**src/rtl/cache_mem_arbiter_pkg.sv**
```systemverilog
// Shared types for the I/D-cache burst memory arbiter.
package arb_types;

    typedef enum logic [2:0] {
        IDLE,
        RD_REQ,
        RD_DATA,
        WR_DATA,
        RESP
    } arb_state_t;

    typedef enum logic {
        REQ_I,
        REQ_D
    } req_id_t;

    localparam int unsigned DEF_LINE_W  = 256;
    localparam int unsigned DEF_BURST_W = 64;
    localparam int unsigned BEAT_CNT_W  = $clog2(DEF_LINE_W / DEF_BURST_W);

endpackage

```
**src/rtl/cache_mem_arbiter_line_burst_buf.sv**
```systemverilog
// Line register: loads a whole line or one beat at a time, and presents any beat for serialisation.
module line_burst_buf
    import arb_types::*;
#(
    parameter int unsigned LINE_W  = DEF_LINE_W,
    parameter int unsigned BURST_W = DEF_BURST_W,
    parameter int unsigned CNT_W   = BEAT_CNT_W
) (
    input  logic               clk,
    input  logic               rst,
    input  logic               load_line_i,
    input  logic [LINE_W-1:0]  line_i,
    input  logic               load_beat_i,
    input  logic [CNT_W-1:0]   beat_idx_i,
    input  logic [BURST_W-1:0] beat_i,
    output logic [LINE_W-1:0]  line_o,
    output logic [BURST_W-1:0] beat_o
);

    logic [LINE_W-1:0] line_q;

    always_ff @(posedge clk) begin
        if (rst) begin
            line_q <= '0;
        end else if (load_line_i) begin
            line_q <= line_i;
        end else if (load_beat_i) begin
            line_q[beat_idx_i*BURST_W +: BURST_W] <= beat_i;
        end
    end

    assign line_o = line_q;
    assign beat_o = line_q[beat_idx_i*BURST_W +: BURST_W];

endmodule

```
**src/rtl/cache_mem_arbiter.sv**
```systemverilog
// Arbitrates the I-cache and D-cache line ports onto one burst memory port.
// Define ARB_ROUND_ROBIN_EN for round-robin tie-break; otherwise the D-cache wins ties.
module cache_mem_arbiter
    import arb_types::*;
#(
    parameter int unsigned LINE_W  = DEF_LINE_W,
    parameter int unsigned BURST_W = DEF_BURST_W
) (
    input  logic               clk,
    input  logic               rst,
    input  logic [31:0]        i_addr,
    input  logic               i_read,
    output logic [LINE_W-1:0]  i_rdata,
    output logic               i_resp,
    input  logic [31:0]        d_addr,
    input  logic               d_read,
    input  logic               d_write,
    input  logic [LINE_W-1:0]  d_wdata,
    output logic [LINE_W-1:0]  d_rdata,
    output logic               d_resp,
    output logic [31:0]        bmem_addr,
    output logic               bmem_read,
    output logic               bmem_write,
    output logic [BURST_W-1:0] bmem_wdata,
    input  logic               bmem_ready,
    input  logic [BURST_W-1:0] bmem_rdata,
    input  logic               bmem_rvalid
);

    localparam int unsigned BEATS     = LINE_W / BURST_W;
    localparam int unsigned CNT_W     = (BEATS > 1) ? $clog2(BEATS) : 1;
    localparam int unsigned OFF_W     = $clog2(LINE_W / 8);
    localparam logic [31:0] ADDR_MASK = ~((32'd1 << OFF_W) - 32'd1);
    localparam logic [CNT_W-1:0] LAST_BEAT = CNT_W'(BEATS - 1);

    arb_state_t        state_q, state_d;
    logic [CNT_W-1:0]  cnt_q, cnt_d;
    req_id_t           grant_q, grant_d;
    logic [31:0]       addr_q, addr_d;
    req_id_t           pick, tie_pick;
    logic              any_req;
    logic              buf_load_line, buf_load_beat;
    logic [LINE_W-1:0] buf_line;
    logic [BURST_W-1:0] buf_beat;

`ifdef ARB_ROUND_ROBIN_EN
    req_id_t last_q;

    always_ff @(posedge clk) begin
        if (rst) begin
            last_q <= REQ_I;
        end else if (state_q == IDLE && any_req) begin
            last_q <= pick;
        end
    end

    assign tie_pick = (last_q == REQ_I) ? REQ_D : REQ_I;
`else
    assign tie_pick = REQ_D;
`endif

    assign any_req = i_read || d_read || d_write;

    always_comb begin
        if (i_read && (d_read || d_write)) begin
            pick = tie_pick;
        end else if (d_read || d_write) begin
            pick = REQ_D;
        end else begin
            pick = REQ_I;
        end
    end

    always_ff @(posedge clk) begin
        if (rst) begin
            state_q <= IDLE;
            cnt_q   <= '0;
            grant_q <= REQ_I;
            addr_q  <= '0;
        end else begin
            state_q <= state_d;
            cnt_q   <= cnt_d;
            grant_q <= grant_d;
            addr_q  <= addr_d;
        end
    end

    always_comb begin
        state_d       = state_q;
        cnt_d         = cnt_q;
        grant_d       = grant_q;
        addr_d        = addr_q;
        buf_load_line = 1'b0;
        buf_load_beat = 1'b0;
        unique case (state_q)
            IDLE: begin
                if (any_req) begin
                    grant_d = pick;
                    addr_d  = ((pick == REQ_D) ? d_addr : i_addr) & ADDR_MASK;
                    cnt_d   = '0;
                    // A simultaneous d_read is ignored when d_write is high.
                    if (pick == REQ_D && d_write) begin
                        buf_load_line = 1'b1;
                        state_d       = WR_DATA;
                    end else begin
                        state_d = RD_REQ;
                    end
                end
            end
            RD_REQ: begin
                if (bmem_ready) begin
                    state_d = RD_DATA;
                end
            end
            RD_DATA: begin
                if (bmem_rvalid) begin
                    buf_load_beat = 1'b1;
                    if (cnt_q == LAST_BEAT) begin
                        cnt_d   = '0;
                        state_d = RESP;
                    end else begin
                        cnt_d = cnt_q + CNT_W'(1);
                    end
                end
            end
            WR_DATA: begin
                if (bmem_ready) begin
                    if (cnt_q == LAST_BEAT) begin
                        cnt_d   = '0;
                        state_d = RESP;
                    end else begin
                        cnt_d = cnt_q + CNT_W'(1);
                    end
                end
            end
            RESP:    state_d = IDLE;
            default: state_d = IDLE;
        endcase
    end

    line_burst_buf #(
        .LINE_W  (LINE_W),
        .BURST_W (BURST_W),
        .CNT_W   (CNT_W)
    ) u_buf (
        .clk         (clk),
        .rst         (rst),
        .load_line_i (buf_load_line),
        .line_i      (d_wdata),
        .load_beat_i (buf_load_beat),
        .beat_idx_i  (cnt_q),
        .beat_i      (bmem_rdata),
        .line_o      (buf_line),
        .beat_o      (buf_beat)
    );

    assign bmem_addr  = addr_q;
    assign bmem_read  = (state_q == RD_REQ);
    assign bmem_write = (state_q == WR_DATA);
    assign bmem_wdata = (state_q == WR_DATA) ? buf_beat : '0;
    assign i_resp     = (state_q == RESP) && (grant_q == REQ_I);
    assign d_resp     = (state_q == RESP) && (grant_q == REQ_D);
    assign i_rdata    = i_resp ? buf_line : '0;
    assign d_rdata    = d_resp ? buf_line : '0;

    a_d_rw_exclusive: assert property (@(posedge clk) disable iff (rst)
        !(d_read && d_write));

    a_i_req_held: assert property (@(posedge clk) disable iff (rst)
        (state_q != IDLE && grant_q == REQ_I) |-> i_read);

    a_d_req_held: assert property (@(posedge clk) disable iff (rst)
        (state_q != IDLE && grant_q == REQ_D) |-> (d_read || d_write));

endmodule

```
**config.mk**
```make
export PLATFORM = sky130hd
export DESIGN_NAME = cache_mem_arbiter
export DESIGN_NICKNAME = d
export VERILOG_FILES = /design/src/rtl/cache_mem_arbiter_pkg.sv /design/src/rtl/cache_mem_arbiter_line_burst_buf.sv /design/src/rtl/cache_mem_arbiter.sv
export SDC_FILE = /design/constraint.sdc
export NUM_CORES = 1
export LEC_CHECK = 0
export ABC_CLOCK_PERIOD_IN_PS = 3700
export BUFFER_PORTS_ARGS = -buffer_cell sky130_fd_sc_hd__clkbuf_2
export CAP_MARGIN = 20
export CORE_AREA = 4 4 388 390
export CTS_CLUSTER_DIAMETER = 200
export DETAILED_ROUTE_END_ITERATION = 8
export DIE_AREA = 0 0 392 394
export SLEW_MARGIN = 0
export SYNTH_ARGS = -nofsm -noshare
export SYNTH_HDL_FRONTEND = slang
export SYNTH_SLANG_ARGS = --single-unit
```
**constraint.sdc**
```tcl
create_clock -name clk -period 3.7 [get_ports clk]
set_input_delay 0.555 -clock clk [delete_from_list [all_inputs] [get_ports clk]]
set_output_delay 0.555 -clock clk [all_outputs]
set_load 0.02 [all_outputs]
```
==> run summary <==
YOSYS
------------------------------------------------------------------------------------
Largest area contributor in the netlist ...............................      dfxtp_1
Post-synthesis instance total .........................................         1920
Syn. warnings .........................................................            0
Flops & latches, synth ................................................          289
Distinct cell type count after synthesis ..............................           39
Cell types with the largest area share after synthesis ................ dfxtp_1 (34%), and2_1 (25%), a221o_1 (9.8%), mux4_2 (8.5%), a221oi_1 (4.6%)
Area of the mapped netlist ............................................    17000 µm²
Mean post-synth cell area .............................................     8.87 µm²
Share of the yosys chip area belonging to registers ...................        34.0%
Area share of the largest cell type after synthesis ...................        34.0%

POWER
------------------------------------------------------------------------------------
Lkg Pwr ...............................................................    0.0118 µW
Power per unit of standard cell area ..................................   468 nW/µm²
VDD IR max ............................................................   0.000298 V

GRT
------------------------------------------------------------------------------------
Total congestion overflow .............................................            0
Global Route Usage Sum ................................................        18.0%
First-pass GRT wire length ............................................    189000 µm
Largest net degree at the start of global routing .....................          125
Antenna violations before repair ......................................           60
Via count of the first global-routing pass ............................        19800

PLACEMENT
------------------------------------------------------------------------------------
Port Buffers ..........................................................          987
Pre-CTS WS ............................................................     0.784 ns
Detailed Place HPWL ...................................................    115000 µm
Placed instance area ..................................................    24300 µm²
Placer's final routability congestion estimate ........................        0.936

WORST SETUP PATH
------------------------------------------------------------------------------------
Worst setup path category ............................................. register to primary output
Crit. End Element ..................................................... primary output
Highest cell delay on the worst timing path ...........................      0.69 ns
Element type at the critical path start ...............................     register
Required arrival time at the worst endpoint ...........................      3.14 ns
Setup slack of the worst register-to-register path ....................      0.73 ns
Master of the slowest instance on the critical path ...................      dfxtp_4
Biggest fanout along the worst timing path ............................           24
Crit path arrival time ................................................      2.79 ns
Worst-path cell chain ................................................. buf_4 > mux4_2 > and3_1 > clkbuf_2

CLOCK TREE
------------------------------------------------------------------------------------
Cell at the root of the clock tree ....................................    clkbuf_16
Worst-Skew Late Latency ...............................................      0.62 ns
Buffer count from post-CTS setup fixing ...............................            0
Maximum buffer depth of the clock tree ................................            3
Clock transition at the registers of the reported paths ...............      0.06 ns
Inserted Clock Buffers ................................................           39
Clock sink total ......................................................          289
Post-cts gate resize count ............................................            0
Number of buffers inserted for hold repair after clock tree synthesis .            0
CTS HTree Levels ......................................................            2
Clock tree from TritonCTS .............................................        built

TIMING
------------------------------------------------------------------------------------
Final hold violation count ............................................            0
Crit path time final ..................................................      3.35 ns
Unrepaired setup endpoints after global routing .......................           no
Maximum clock frequency ...............................................    0.299 GHz
Final-layout setup total negative slack ...............................         0 ns
Tightest Pin Transition ...............................................      1.06 ns
Final cycle utilization of the critical path ..........................        90.5%
Final-layout worst hold slack .........................................     0.178 ns
Worst-case headroom to the max-slew limit .............................        29.1%
Worst clock skew ......................................................    0.0416 ns
Final setup margin ....................................................     0.351 ns
Final slew viol count .................................................            0
Finish-stage setup viols ..............................................            0

FLOORPLAN
------------------------------------------------------------------------------------
Core Footprint ........................................................   147000 µm²
Number of top-level pins ..............................................         1003
Initial core utilization ..............................................        11.6%
Die area ..............................................................   154000 µm²
Horiz. Die Dim ........................................................       392 µm
Number of core rows ...................................................          141
Height of the die .....................................................       394 µm

JOB
------------------------------------------------------------------------------------
Max-capacitance violation count .......................................            0

DETAILED ROUTING
------------------------------------------------------------------------------------
Detailed Route WL .....................................................    147000 µm
Wire length per cell ..................................................      30.8 µm
Total number of vias ..................................................        20800
Drt first-iter violations .............................................         2183
Post-route antenna net violation count ................................            0
Via-to-Cell Ratio .....................................................         4.35
DR pass1 iterations ...................................................            5
Remaining DRCs ........................................................            0

FINAL LAYOUT
------------------------------------------------------------------------------------
Most frequent cells in the layout ..................................... clkbuf_2 (986), and2_1 (670), dfxtp_1 (286)
Fraction of layout instances using a drive strength above 1 ...........        42.1%
Synthesis-to-finish area growth .......................................        50.3%
Leading cell type in the layout, fill and taps excluded ...............     clkbuf_2
Count of nets after finishing .........................................         3196
Post-layout instance area .............................................    25600 µm²

OUTCOME
------------------------------------------------------------------------------------
Outcome ............................................................... complete, no violations

WORST HOLD PATH
------------------------------------------------------------------------------------
Min-delay worst type .................................................. primary input to register

==> through the flow <==
stage	util (%)	total power, µW	cells
after floorplan	-	5970	1924
after global placement	16.5	7990	4688
after CTS	17.4	12100	4757
after global routing	17.4	12500	4760
after detailed placement	16.5	8030	4689
final	17.4	12000	4777
==> kinds of logic (layout without fill, tap and decap cells) <==
family	Yosys count	in the layout	share of synthesized area, %
muxes	65	65	8.53
adders and majority gates	5	5	0.368
and+or+nand+nor	1022	1022	34.7
buffers and inverters	210	1113	5.20
DFF	289	289	34.0
other	1	25	0.0220
AOI/OAI and AO/OA	328	328	17.2
==> cell type report <==
class	instances	area (µm²)
Inverter	4	15.0
Tap cell	1930	2410
Antenna cell	20	50.0
Fill cell	16800	122000
Multi-Input combinational cell	1425	10500
Sequential cell	289	5800
Timing Repair Buffer	1041	5500
Clock buffer	54	1100
Clock inverter	14	171
==> per-layer routing <==
layer / share of wire, % / wire [µm] / vias up / global-route usage (%)
met5: 0.10 / 154 / - / 0
met4: 3.7 / 5400 / 24 / 6.25
met3: 9.1 / 13400 / 257 / 4.69
met2: 45 / 66400 / 1458 / 28.7
met1: 42 / 61600 / 10300 / 23.4
li1: - / - / 8707 / -
==> synth_stat cells (all sizes together) <==
cell type / count
or3: 2
nor4bb: 1
conb: 1
nand2b: 2
nand2: 31
and2: 677
buf: 32
and3: 68
clkbuf: 174
nand4b: 1
a221o: 166
nand4bb: 1
mux4: 64
nor4: 1
o41ai: 1
dfxtp: 289
o21a: 2
o21ai: 33
ha: 5
a21oi: 8
a221oi: 90
nand3: 3
nor4b: 1
o211a: 1
nor3: 98
inv: 4
nor2b: 3
a311oi: 27
or2: 1
mux2i: 1
nor2: 129
nand3b: 1
or4b: 2
==> sequential cells by signal (all words and copies together) (netlist names) <==
register and cells:
state_q 3, grant_q 1, cnt_q 2, u_buf.line_o 256, bmem_addr 27
==> final timing paths <==
path	startpoint	to	cells past startpoint
worst max-delay path	cnt_q[1]	bmem_wdata[49]	4
worst min-delay path	d_wdata[209]	u_buf.line_o[209]	2
worst max register to register	cnt_q[1]	u_buf.line_o[121]	7
worst min register to register	bmem_addr[10]	bmem_addr[10]	2
==> where the power goes <==
part           switching (µW)  internal [µW]
sequential                967           3670
clock                    1690           2300
combinational            2120           1240
total                    4780           7210
==> critical path: cells and delay by family (launching register included) <==
kind,cells,cell delay [ns]
muxes,1,0.41
and+or+nand+nor,1,0.24
DFF,1,0.69
buffers and inverters,2,0.80
Power figures use the tool's default switching activity.
